==> src/rtl/col_scheduler_if.sv <==
// AXI-Stream style beat channel from the column scheduler
// to the process engine; tuser carries the one-hot source column.
interface col_scheduler_if #(
    parameter int DATA_WIDTH   = 128,
    parameter int COL_MAX_SIZE = 4
);
    logic [DATA_WIDTH-1:0]   m_tdata;
    logic                    m_tvalid;
    logic                    m_tready;
    logic [COL_MAX_SIZE-1:0] m_tuser;
    logic                    m_tlast;

    modport master (
        output m_tdata,
        output m_tvalid,
        output m_tuser,
        output m_tlast,
        input  m_tready
    );

    modport slave (
        input  m_tdata,
        input  m_tvalid,
        input  m_tuser,
        input  m_tlast,
        output m_tready
    );
endinterface

==> src/rtl/col_scheduler.sv <==
// Round-robin drain of column FWFT FIFOs into one registered beat stream.
// Optional watchdog: define COL_SCHED_TIMEOUT_EN.
module col_scheduler #(
    parameter int TCQ          = 1,
    parameter int DATA_WIDTH   = 128,
    parameter int COL_MAX_SIZE = 4,
    parameter int BURST_LEN    = 4
) (
    input  logic                             user_clk,
    input  logic                             user_rst,
    input  logic                             partition_done,
    input  logic [15:0]                      data_rows_i,
    input  logic [COL_MAX_SIZE-1:0]          data_fifo_empty,
    input  logic [COL_MAX_SIZE*DATA_WIDTH-1:0] data_fifo_dout,
    output logic [COL_MAX_SIZE-1:0]          data_fifo_rd_en,
    col_scheduler_if.master                  m_axis,
    output logic                             process_done,
    output logic                             sched_error
);

    localparam int PW = (COL_MAX_SIZE > 1) ? $clog2(COL_MAX_SIZE) : 1;

    typedef enum logic [1:0] {
        IDLE = 2'd0,
        ARB  = 2'd1,
        XFER = 2'd2,
        DONE = 2'd3
    } state_t;

    state_t        state_q, state_d;
    logic [15:0]   rows_q;
    logic [PW-1:0] ptr_q, gidx_q, arb_idx, ptr_d;
    logic [7:0]    burst_q;
    logic          arb_hit, pop, accept, timeout;

    if (TCQ < 0 || BURST_LEN < 1 || BURST_LEN > 255) begin : g_bad_param
    end

    // Search starts one past the last granted column.
    always_comb begin
        logic [PW:0] k;
        arb_hit = 1'b0;
        arb_idx = '0;
        k       = '0;
        for (int i = 0; i < COL_MAX_SIZE; i++) begin
            k = {1'b0, ptr_q} + (PW+1)'(i);
            if (k >= (PW+1)'(COL_MAX_SIZE))
                k = k - (PW+1)'(COL_MAX_SIZE);
            if (!arb_hit && !data_fifo_empty[k[PW-1:0]]) begin
                arb_hit = 1'b1;
                arb_idx = k[PW-1:0];
            end
        end
    end

    assign ptr_d = (arb_idx == PW'(COL_MAX_SIZE-1)) ? '0 : arb_idx + 1'b1;

    always_comb begin
        data_fifo_rd_en = '0;
        if (state_q == XFER && !data_fifo_empty[gidx_q] && rows_q != '0 &&
            (!m_axis.m_tvalid || m_axis.m_tready))
            data_fifo_rd_en[gidx_q] = 1'b1;
    end

    assign pop    = |data_fifo_rd_en;
    assign accept = m_axis.m_tvalid & m_axis.m_tready;

`ifdef COL_SCHED_TIMEOUT_EN
    logic [15:0] idle_q;

    always_ff @(posedge user_clk or negedge user_rst) begin
        if (!user_rst) begin
            idle_q      <= '0;
            sched_error <= 1'b0;
        end else begin
            if ((state_q != ARB && state_q != XFER) || pop || accept)
                idle_q <= '0;
            else if (idle_q != 16'hFFFF)
                idle_q <= idle_q + 16'd1;
            if (timeout)
                sched_error <= 1'b1;
        end
    end

    assign timeout = (state_q == ARB || state_q == XFER) && idle_q == 16'hFFFF;
`else
    assign timeout     = 1'b0;
    assign sched_error = 1'b0;
`endif

    // The last beat holds XFER until it is accepted.
    always_comb begin
        state_d = state_q;
        unique case (state_q)
            IDLE: if (partition_done)
                state_d = (data_rows_i != '0) ? ARB : DONE;
            ARB:  if (arb_hit) state_d = XFER;
            XFER: begin
                if (accept && m_axis.m_tlast)
                    state_d = DONE;
                else if (rows_q == '0 || (pop && rows_q == 16'd1))
                    state_d = XFER;
                else if (pop && burst_q == 8'(BURST_LEN-1))
                    state_d = ARB;
                else if (!pop && data_fifo_empty[gidx_q])
                    state_d = ARB;
            end
            DONE: state_d = IDLE;
            default: state_d = IDLE;
        endcase
        if (timeout)
            state_d = DONE;
    end

    always_ff @(posedge user_clk or negedge user_rst) begin
        if (!user_rst) begin
            state_q         <= IDLE;
            rows_q          <= '0;
            ptr_q           <= '0;
            gidx_q          <= '0;
            burst_q         <= '0;
            m_axis.m_tdata  <= '0;
            m_axis.m_tvalid <= 1'b0;
            m_axis.m_tuser  <= '0;
            m_axis.m_tlast  <= 1'b0;
            process_done    <= 1'b0;
        end else begin
            state_q      <= state_d;
            process_done <= (state_q == DONE);

            if (state_q == IDLE && partition_done)
                rows_q <= data_rows_i;
            else if (pop && rows_q != '0)
                rows_q <= rows_q - 16'd1;

            if (state_q == ARB && arb_hit) begin
                gidx_q  <= arb_idx;
                ptr_q   <= ptr_d;
                burst_q <= '0;
            end else if (pop) begin
                burst_q <= burst_q + 8'd1;
            end

            if (pop) begin
                m_axis.m_tdata  <= data_fifo_dout[int'(gidx_q)*DATA_WIDTH +: DATA_WIDTH];
                m_axis.m_tuser  <= data_fifo_rd_en;
                m_axis.m_tlast  <= (rows_q == 16'd1);
                m_axis.m_tvalid <= 1'b1;
            end else if (accept || timeout) begin
                m_axis.m_tvalid <= 1'b0;
            end
        end
    end

endmodule
==> src/flat_wrapper.sv <==
// flat-port wrapper written by rule: the top's interface ports become plain ports
module col_scheduler_flat 
#(
    parameter int TCQ          = 1,
    parameter int DATA_WIDTH   = 128,
    parameter int COL_MAX_SIZE = 4,
    parameter int BURST_LEN    = 4
)
  (user_clk, user_rst, partition_done, data_rows_i, data_fifo_empty, data_fifo_dout, data_fifo_rd_en, process_done, sched_error, m_axis_m_tdata, m_axis_m_tvalid, m_axis_m_tuser, m_axis_m_tlast, m_axis_m_tready);
  col_scheduler_if #(.DATA_WIDTH(DATA_WIDTH), .COL_MAX_SIZE(COL_MAX_SIZE)) m_axis_i ();
  input  logic user_clk;
  input  logic user_rst;
  input  logic partition_done;
  input  logic [15:0] data_rows_i;
  input  logic [COL_MAX_SIZE-1:0] data_fifo_empty;
  input  logic [COL_MAX_SIZE*DATA_WIDTH-1:0] data_fifo_dout;
  output logic [COL_MAX_SIZE-1:0] data_fifo_rd_en;
  output logic process_done;
  output logic sched_error;
  output wire logic [$bits(m_axis_i.m_tdata)-1:0] m_axis_m_tdata;
  output wire logic [$bits(m_axis_i.m_tvalid)-1:0] m_axis_m_tvalid;
  output wire logic [$bits(m_axis_i.m_tuser)-1:0] m_axis_m_tuser;
  output wire logic [$bits(m_axis_i.m_tlast)-1:0] m_axis_m_tlast;
  input wire logic [$bits(m_axis_i.m_tready)-1:0] m_axis_m_tready;
  assign m_axis_m_tdata = m_axis_i.m_tdata;
  assign m_axis_m_tvalid = m_axis_i.m_tvalid;
  assign m_axis_m_tuser = m_axis_i.m_tuser;
  assign m_axis_m_tlast = m_axis_i.m_tlast;
  assign m_axis_i.m_tready = m_axis_m_tready;
  col_scheduler #(.TCQ(TCQ), .DATA_WIDTH(DATA_WIDTH), .COL_MAX_SIZE(COL_MAX_SIZE), .BURST_LEN(BURST_LEN)) u_core (.user_clk(user_clk), .user_rst(user_rst), .partition_done(partition_done), .data_rows_i(data_rows_i), .data_fifo_empty(data_fifo_empty), .data_fifo_dout(data_fifo_dout), .data_fifo_rd_en(data_fifo_rd_en), .m_axis(m_axis_i), .process_done(process_done), .sched_error(sched_error));
endmodule
==> config.mk <==
export PLATFORM = sky130hd
export DESIGN_NAME = col_scheduler_flat
export DESIGN_NICKNAME = d
export VERILOG_FILES = /design/src/rtl/col_scheduler_if.sv /design/src/rtl/col_scheduler.sv /design/src/flat_wrapper.sv
export SDC_FILE = /design/constraint.sdc
export NUM_CORES = 1
export LEC_CHECK = 0
export CAP_MARGIN = 20
export CORE_AREA = 2 2 264 266
export CTS_BUF_LIST = sky130_fd_sc_hd__clkbuf_4
export DETAILED_ROUTE_END_ITERATION = 8
export DIE_AREA = 0 0 266 268
export GPL_TIMING_DRIVEN = 0
export HOLD_SLACK_MARGIN = 0.12
export PLACE_DENSITY = 0.51
export REMOVE_ABC_BUFFERS = 1
export SYNTH_ARGS = -nofsm -noshare
export SYNTH_HDL_FRONTEND = slang
export SYNTH_SLANG_ARGS = --single-unit
==> constraint.sdc <==
create_clock -name user_clk -period 2.6 [get_ports user_clk]
set_input_delay 0.52 -clock user_clk [delete_from_list [all_inputs] [get_ports user_clk]]
set_output_delay 0.52 -clock user_clk [all_outputs]
set_load 0.05 [all_outputs]
==> results of run 1 <==
kinds of logic (layout without fill, tap and decap cells):
| group | after synthesis | after routing |
|---|---|---|
| flops | 165 | 165 |
| mux | 132 | 132 |
| fa+ha+maj | 4 | 4 |
| simple gates | 509 | 511 |
| other cells | 1 | 10 |
| xor+xnor | 11 | 11 |
| buf+inv | 82 | 751 |
| compound gates | 59 | 59 |
final cells by class:
class,instances,area share
clock inverter,15,0.00749
clock buffer,17,0.00688
inverter,9,0.00182
antenna,9,0.00121
multi-input combinational,718,0.310
sequential,165,0.223
tap,882,0.0595
timing repair buffer,710,0.390
metrics by stage:
stage	area (µm²)	setup WS (ps)	setup TNS (ps)	hold WS [ps]	power [µW]
after global routing	18500	-892	-3730	303	20000
after global placement	17600	-10890	-2632770	460	15900
after CTS	18500	-865	-3340	236	19200
after detailed placement	18000	-2860	-168790	461	17400
after floorplan	9790	-6770	-880050	224	12000
final	18500	-720	-2640	346	18800
registers in the layout, summed over array words and instances (netlist names), named ones only:
signal                  cells
u_core.m_axis.m_tuser       4
u_core.m_axis.m_tvalid      1
u_core.process_done         1
u_core.rows_q              16
u_core.ptr_q                1
u_core.state_q              2
u_core.burst_q              8
u_core.gidx_q               2
u_core.m_axis.m_tlast       1
u_core.m_axis.m_tdata     128
critical path, cell delays in order, from the launching register on:
cell     delay (ps)
dfrtp_4         460
mux4_2          550
or3_4           380
nor2_4          170
buf_12          140
and3_4          200
buf_12          140
report_power, final:
part | total (µW) | internal [µW] | switching, µW
Sequential | 4440 | 3700 | 736
Combinational | 12700 | 4800 | 7920
Clock | 1620 | 424 | 1200
Total | 18800 | 8930 | 9850
cells in the final DEF (no fill, tap or decap), drive strengths merged, types with 15 or more instances in the layout:
master         instances
dlygate4sd2          112
nor2                  19
o21ai                 15
dfrtp                165
inv                   18
clkdlybuf4s50        553
buf                   37
nand2                417
mux4                 129
clkbuf                17
worst max-delay path by stage:
stage / start / to / slack (ps) / depth (start not counted)
global placement: u_core.gidx_q[0] / data_fifo_rd_en[0] / -10890 / 5
floorplan: u_core.gidx_q[0] / data_fifo_rd_en[1] / -6770 / 5
CTS: u_core.gidx_q[0] / data_fifo_rd_en[3] / -860 / 6
detailed placement: data_fifo_empty[3] / data_fifo_rd_en[0] / -2860 / 7
finish: u_core.gidx_q[0] / data_fifo_rd_en[3] / -720 / 6
global route: u_core.gidx_q[0] / data_fifo_rd_en[3] / -890 / 6
metal layers:
layer | wire length [µm] | vias to the layer above | global-route usage
met5 | 39 | - | 0
met4 | 1820 | 6 | 0.0730
met3 | 3710 | 56 | 0.0427
met2 | 28300 | 417 | 0.265
met1 | 22200 | 5094 | 0.183
li1 | - | 4767 | -
what timing repair did:
action                                 4_1_cts  5_1_grt
gates cloned                                 5        0
hold buffers                                 1        0
resized for setup                          158       13
pin swaps                                    6        2
setup endpoints to repair                  277       31
endpoints found under the hold margin       80        0
setup buffers                               20        2
==> results.cfg, run 1 <==
[outcome]
status = complete, but fails checks
violations = negative setup slack

[synth]
synth-async-reset-ratio = 1.00
synthesized_flop_and_latch_total = 165
fraction_of_the_yosys_area_taken_by_sequential_cells = 0.408
synth_cell_type_count = 54
synthFlopType = dfrtp_1
synth_top_cell_by_area = dfrtp_1
synthSimpleGateAreaFrac = 0.211
synth_edf_count = 0
synthDominantCellAreaShare = 0.408
yosys.cell_count.top_type = nand2_1
synth_compound_area_frac = 0.0399
synth-xor-area-share = 0.00953
post_synth_instance_area_um2 = 10100
yosys-top-cells-count = nand2_1, dfrtp_1, mux4_2
muxShareOfSynthArea = 0.291
largest_family_of_logic_cells_by_synthesized_area = multiplexers
yosysWarnings = 0
ys_top_cells_by_area = dfrtp_1, mux4_2, nand2_1
post_synth_fa_ha_maj_area_fraction = 0.00495
synth_area_per_cell_um2 = 10.5
synthesis.instances = 963

[clock_tree]
tritoncts = yes
cts_buffer_depth = 2
cts_root_buffer = clkbuf_4
ctsHtreeMaxLevel = 4
insertion_delay_ps = 740
clkSlewWorstSetupHoldPaths_ps = 180
cts_sinks = 165
number_of_buffers_created_by_cts = 17

[worst_setup_path]
cp_data_required_time_ps = 2080
crit_type = flip-flop to output port
worstRegToRegCells = 8
crit-reg2reg-launch = u_core.gidx_q[0]
cp-start-kind = flip-flop
worstSetupEndpointType = output port
setup.reg_to_reg.worst_slack_ps = -10
r2r_end = u_core.m_axis.m_tdata[47]
worstPathMaxFanout = 3
cp.arrival_ps = 2800

[pwr]
irDropWorstVdd_mv = 0.403
total_leakage_power_uw = 0.00781
power.density_nw_per_um2 = 1010

[floorplanning]
die_w_um = 266
row_count = 96
design.core.area_um2 = 68200
design.die.area_um2 = 71300
i_o_pin_count = 676
start_util = 0.148
die_y_um = 268

[sta]
setup_violations = 5
post-route-period-util = 1.28
final.min_clock_period_ps = 3320
timing.slew.headroom = 0.484
clock.fmax_mhz = 301
timing.final.hold_violations = 0
tightestPinTransition_ps = 777
unrepaired_setup_endpoints_after_global_routing = true
post-route-worst-setup-slack_ps = -720
finalClockSkew_ps = 39.0
maxSlewViolCount = 0

[global_routing]
wire_length_of_the_first_global_routing_pass_um = 78500
grt_pass1_vias = 11100
grt_start_max_net_pins = 86
grt_usage = 0.156
antenna_violations_before_repair = 13
globalRouteOverflowTotal = 0

[finish]
stdcell_count = 2525
final_layout_size_suffix_gt1_frac = 0.141
layout.core_utilization = 0.272
final_nets = 2161
syn2layout_area_growth_pct = 83.5
layout.area.seq_um2 = 4140
multi_input_combinational_cell_area_um2 = 5740
fillerInstances = 7165

[route]
wire_per_inst_um = 22.2
postRouteWirelength_um = 56100
drt-initial-drc-count = 476
firstDrtPassIters = 5
via_count = 10300
via_per_inst = 4.10
drc = 0
ant_nets = 0

[hold_path]
min_path_type = input port to async pin

[placed_design]
dp_cells = 2458
dp_hpwl_um = 43400
io_buffers = 674
place_congestion = 0.993

[run]
timing.max_cap.violations = 0
Power figures use the tool's default switching activity.
==> run 2, diff against run 1 <==
--- a/config.mk
+++ b/config.mk
@@ -5,14 +5,13 @@
 export SDC_FILE = /design/constraint.sdc
 export NUM_CORES = 1
 export LEC_CHECK = 0
-export CAP_MARGIN = 20
-export CORE_AREA = 2 2 264 266
+export CAP_MARGIN = 10
+export CORE_AREA = 2 2 261 263
 export CTS_BUF_LIST = sky130_fd_sc_hd__clkbuf_4
 export DETAILED_ROUTE_END_ITERATION = 8
-export DIE_AREA = 0 0 266 268
+export DIE_AREA = 0 0 263 265
 export GPL_TIMING_DRIVEN = 0
-export HOLD_SLACK_MARGIN = 0.12
-export PLACE_DENSITY = 0.51
+export PLACE_DENSITY = 0.52
 export REMOVE_ABC_BUFFERS = 1
 export SYNTH_ARGS = -nofsm -noshare
 export SYNTH_HDL_FRONTEND = slang
==> results.cfg, run 2 (synthesized netlist as in run 1, its figures left out) <==
[clock_tree]
cts_buffer_depth = 2
tritoncts = yes
cts_root_buffer = clkbuf_4
clkSlewWorstSetupHoldPaths_ps = 160
cts_sinks = 165
ctsHtreeMaxLevel = 4
insertion_delay_ps = 730
number_of_buffers_created_by_cts = 17

[floorplanning]
design.core.area_um2 = 66800
start_util = 0.151
row_count = 95
die_y_um = 265
i_o_pin_count = 676
design.die.area_um2 = 69700
die_w_um = 263

[pwr]
power.combinational.fraction = 0.673
power.density_nw_per_um2 = 1010
clockPowerShare = 0.091
p_sw_uw = 9760
total_leakage_power_uw = 0.00789
p_sw_frac = 0.517
p_int_uw = 9110
power.share.sequential = 0.236
irDropWorstVdd_mv = 0.486
design_power_total_uw = 18900

[finish]
layout.core_utilization = 0.280
top_register = u_core.m_axis.m_tdata
final_nets = 2173
stdcell_count = 2527
mostFrequentLayoutCells = clkdlybuf4s50_1, nand2_1, dfrtp_1
syn2layout_area_growth_pct = 85.3
largest_registers = u_core.m_axis.m_tdata (128), u_core.rows_q (16), u_core.burst_q (8)
final_layout_size_suffix_gt1_frac = 0.150
largest_reg_flops = 128
commonest_non_fill_non_tap_cell_in_the_layout = clkdlybuf4s50_1

[worst_setup_path]
worstSetupEndpointType = output port
slowest_stage = mux4_2
worstRegToRegCells = 10
worstPathMaxFanout = 5
cp-start-kind = flip-flop
crit_type = flip-flop to output port
cp_slowest_stage_delay_ps = 530
cp.arrival_ps = 2810
cp_common_cell = nor2_4
cp_data_required_time_ps = 2080
cells_along_the_critical_path = mux4_2 -> or3_4 -> nor2_4 -> buf_12 -> buf_16 -> nand2_8 -> nor2_4 -> buf_8

[route]
drc = 0
postRouteWirelength_um = 53800
ant_nets = 0
wire_per_inst_um = 21.3
via_count = 10400
drt-initial-drc-count = 497
via_per_inst = 4.13
firstDrtPassIters = 5

[placed_design]
dp_slack_ps = -2110
place_congestion = 0.975
io_buffers = 674
dp_hpwl_um = 41500
dp_cells = 2449

[sta]
finalClockSkew_ps = 18.8
final.min_clock_period_ps = 3330
clock.fmax_mhz = 300
setup_violations = 4
post-route-worst-setup-slack_ps = -728
maxSlewViolCount = 0
unrepaired_setup_endpoints_after_global_routing = true
tightestPinTransition_ps = 819
post-route-period-util = 1.28
timing.final.hold_violations = 0
timing.slew.headroom = 0.456

[outcome]
status = complete, but fails checks
violations = negative setup slack

[global_routing]
grt_pass1_vias = 11300
antenna_violations_before_repair = 16
grt_usage = 0.150
wire_length_of_the_first_global_routing_pass_um = 76100
globalRouteOverflowTotal = 0
grt_start_max_net_pins = 98

[hold_path]
min_path_type = input port to async pin

[run]
timing.max_cap.violations = 0
## run 2: cell types whose count changed in the layout (fill, tap and decap cells not counted), sizes merged, moves of 2 or more
cell	delta
inv	-2
dlygate4sd2	+11
dlymetal6s2s	-2
clkdlybuf4s50	-8
clkbuf	+3
buf	+10
## run 2: critical path: cells and delay by family, from the launching register on
family / cells / cell delay, ps
buffers and inverters: 3 / 420
multiplexers: 1 / 530
flip-flops: 1 / 450
AND/OR/NAND/NOR: 4 / 680
## run 2: layout make-up
type                       count  area [µm²]
fill                        7074       48100
timing repair buffer         722        7360
multi-input combinational    718        5800
sequential                   165        4140
tap                          873        1090
clock inverter                15         166
clock buffer                  17         128
inverter                       9        33.8
antenna                        8        20.0
## run 2: worst paths after layout
path                                                 from                        end  slack (ps)
min in group user_clk                      data_rows_i[8]           u_core.rows_q[8]         390
worst min register to register  u_core.m_axis.m_tdata[41]  u_core.m_axis.m_tdata[41]         490
worst max register to register           u_core.gidx_q[0]           u_core.rows_q[7]          10
worst max-delay path                     u_core.gidx_q[0]         data_fifo_rd_en[1]        -730
worst min-delay path                             user_rst                  async pin         320
max in group asynchronous                        user_rst  u_core.m_axis.m_tdata[41]        1290
## run 2: repair_timing
| item | CTS | global route |
|---|---|---|
| hold buffers | 1 | 0 |
| setup buffers | 17 | 14 |
| pin swaps | 5 | 4 |
| gates cloned | 6 | 3 |
| endpoints found under the hold margin | 68 | 0 |
| setup endpoints to repair | 284 | 73 |
| gates resized for setup | 172 | 26 |
## run 2: power groups by stage
| stage | registers (µW) | clock network [µW] | logic [µW] |
|---|---|---|---|
| 3_5_place_dp | 4600 | 0 | 12600 |
| 2_1_floorplan | 8150 | 0 | 3890 |
| 4_1_cts | 4440 | 1880 | 12700 |
| 3_3_place_gp | 4900 | 0 | 10900 |
| 5_1_grt | 4620 | 1960 | 13600 |
| 6_report | 4450 | 1720 | 12700 |
## run 2: per-layer routing
layer / vias up / routed length (µm) / part of all wire / GRT usage
met4: 8 / 1160 / 0.022 / 0.0582
li1: 4796 / - / - / -
met3: 57 / 3900 / 0.072 / 0.0513
met5: - / 48 / 0.00089 / 0
met2: 448 / 26900 / 0.50 / 0.253
met1: 5132 / 21800 / 0.41 / 0.176
## run 2: stage by stage
stage / hold WS, ps / instance area, µm² / setup TNS [ps]
final: 316 / 18700 / -2700
after global routing: 242 / 18700 / -3640
after CTS: 201 / 18500 / -3020
after detailed placement: 461 / 17900 / -140550
after global placement: 459 / 17600 / -2520980
after floorplan: 224 / 9790 / -880050
==> run 3, diff against run 2 <==
--- a/config.mk
+++ b/config.mk
@@ -8,6 +8,7 @@
 export CAP_MARGIN = 10
 export CORE_AREA = 2 2 261 263
 export CTS_BUF_LIST = sky130_fd_sc_hd__clkbuf_4
+export CTS_CLUSTER_SIZE = 28
 export DETAILED_ROUTE_END_ITERATION = 8
 export DIE_AREA = 0 0 263 265
 export GPL_TIMING_DRIVEN = 0
==> results of run 3 <==
Same layout as run 2: the final DEF is identical, and so are final timing and power.
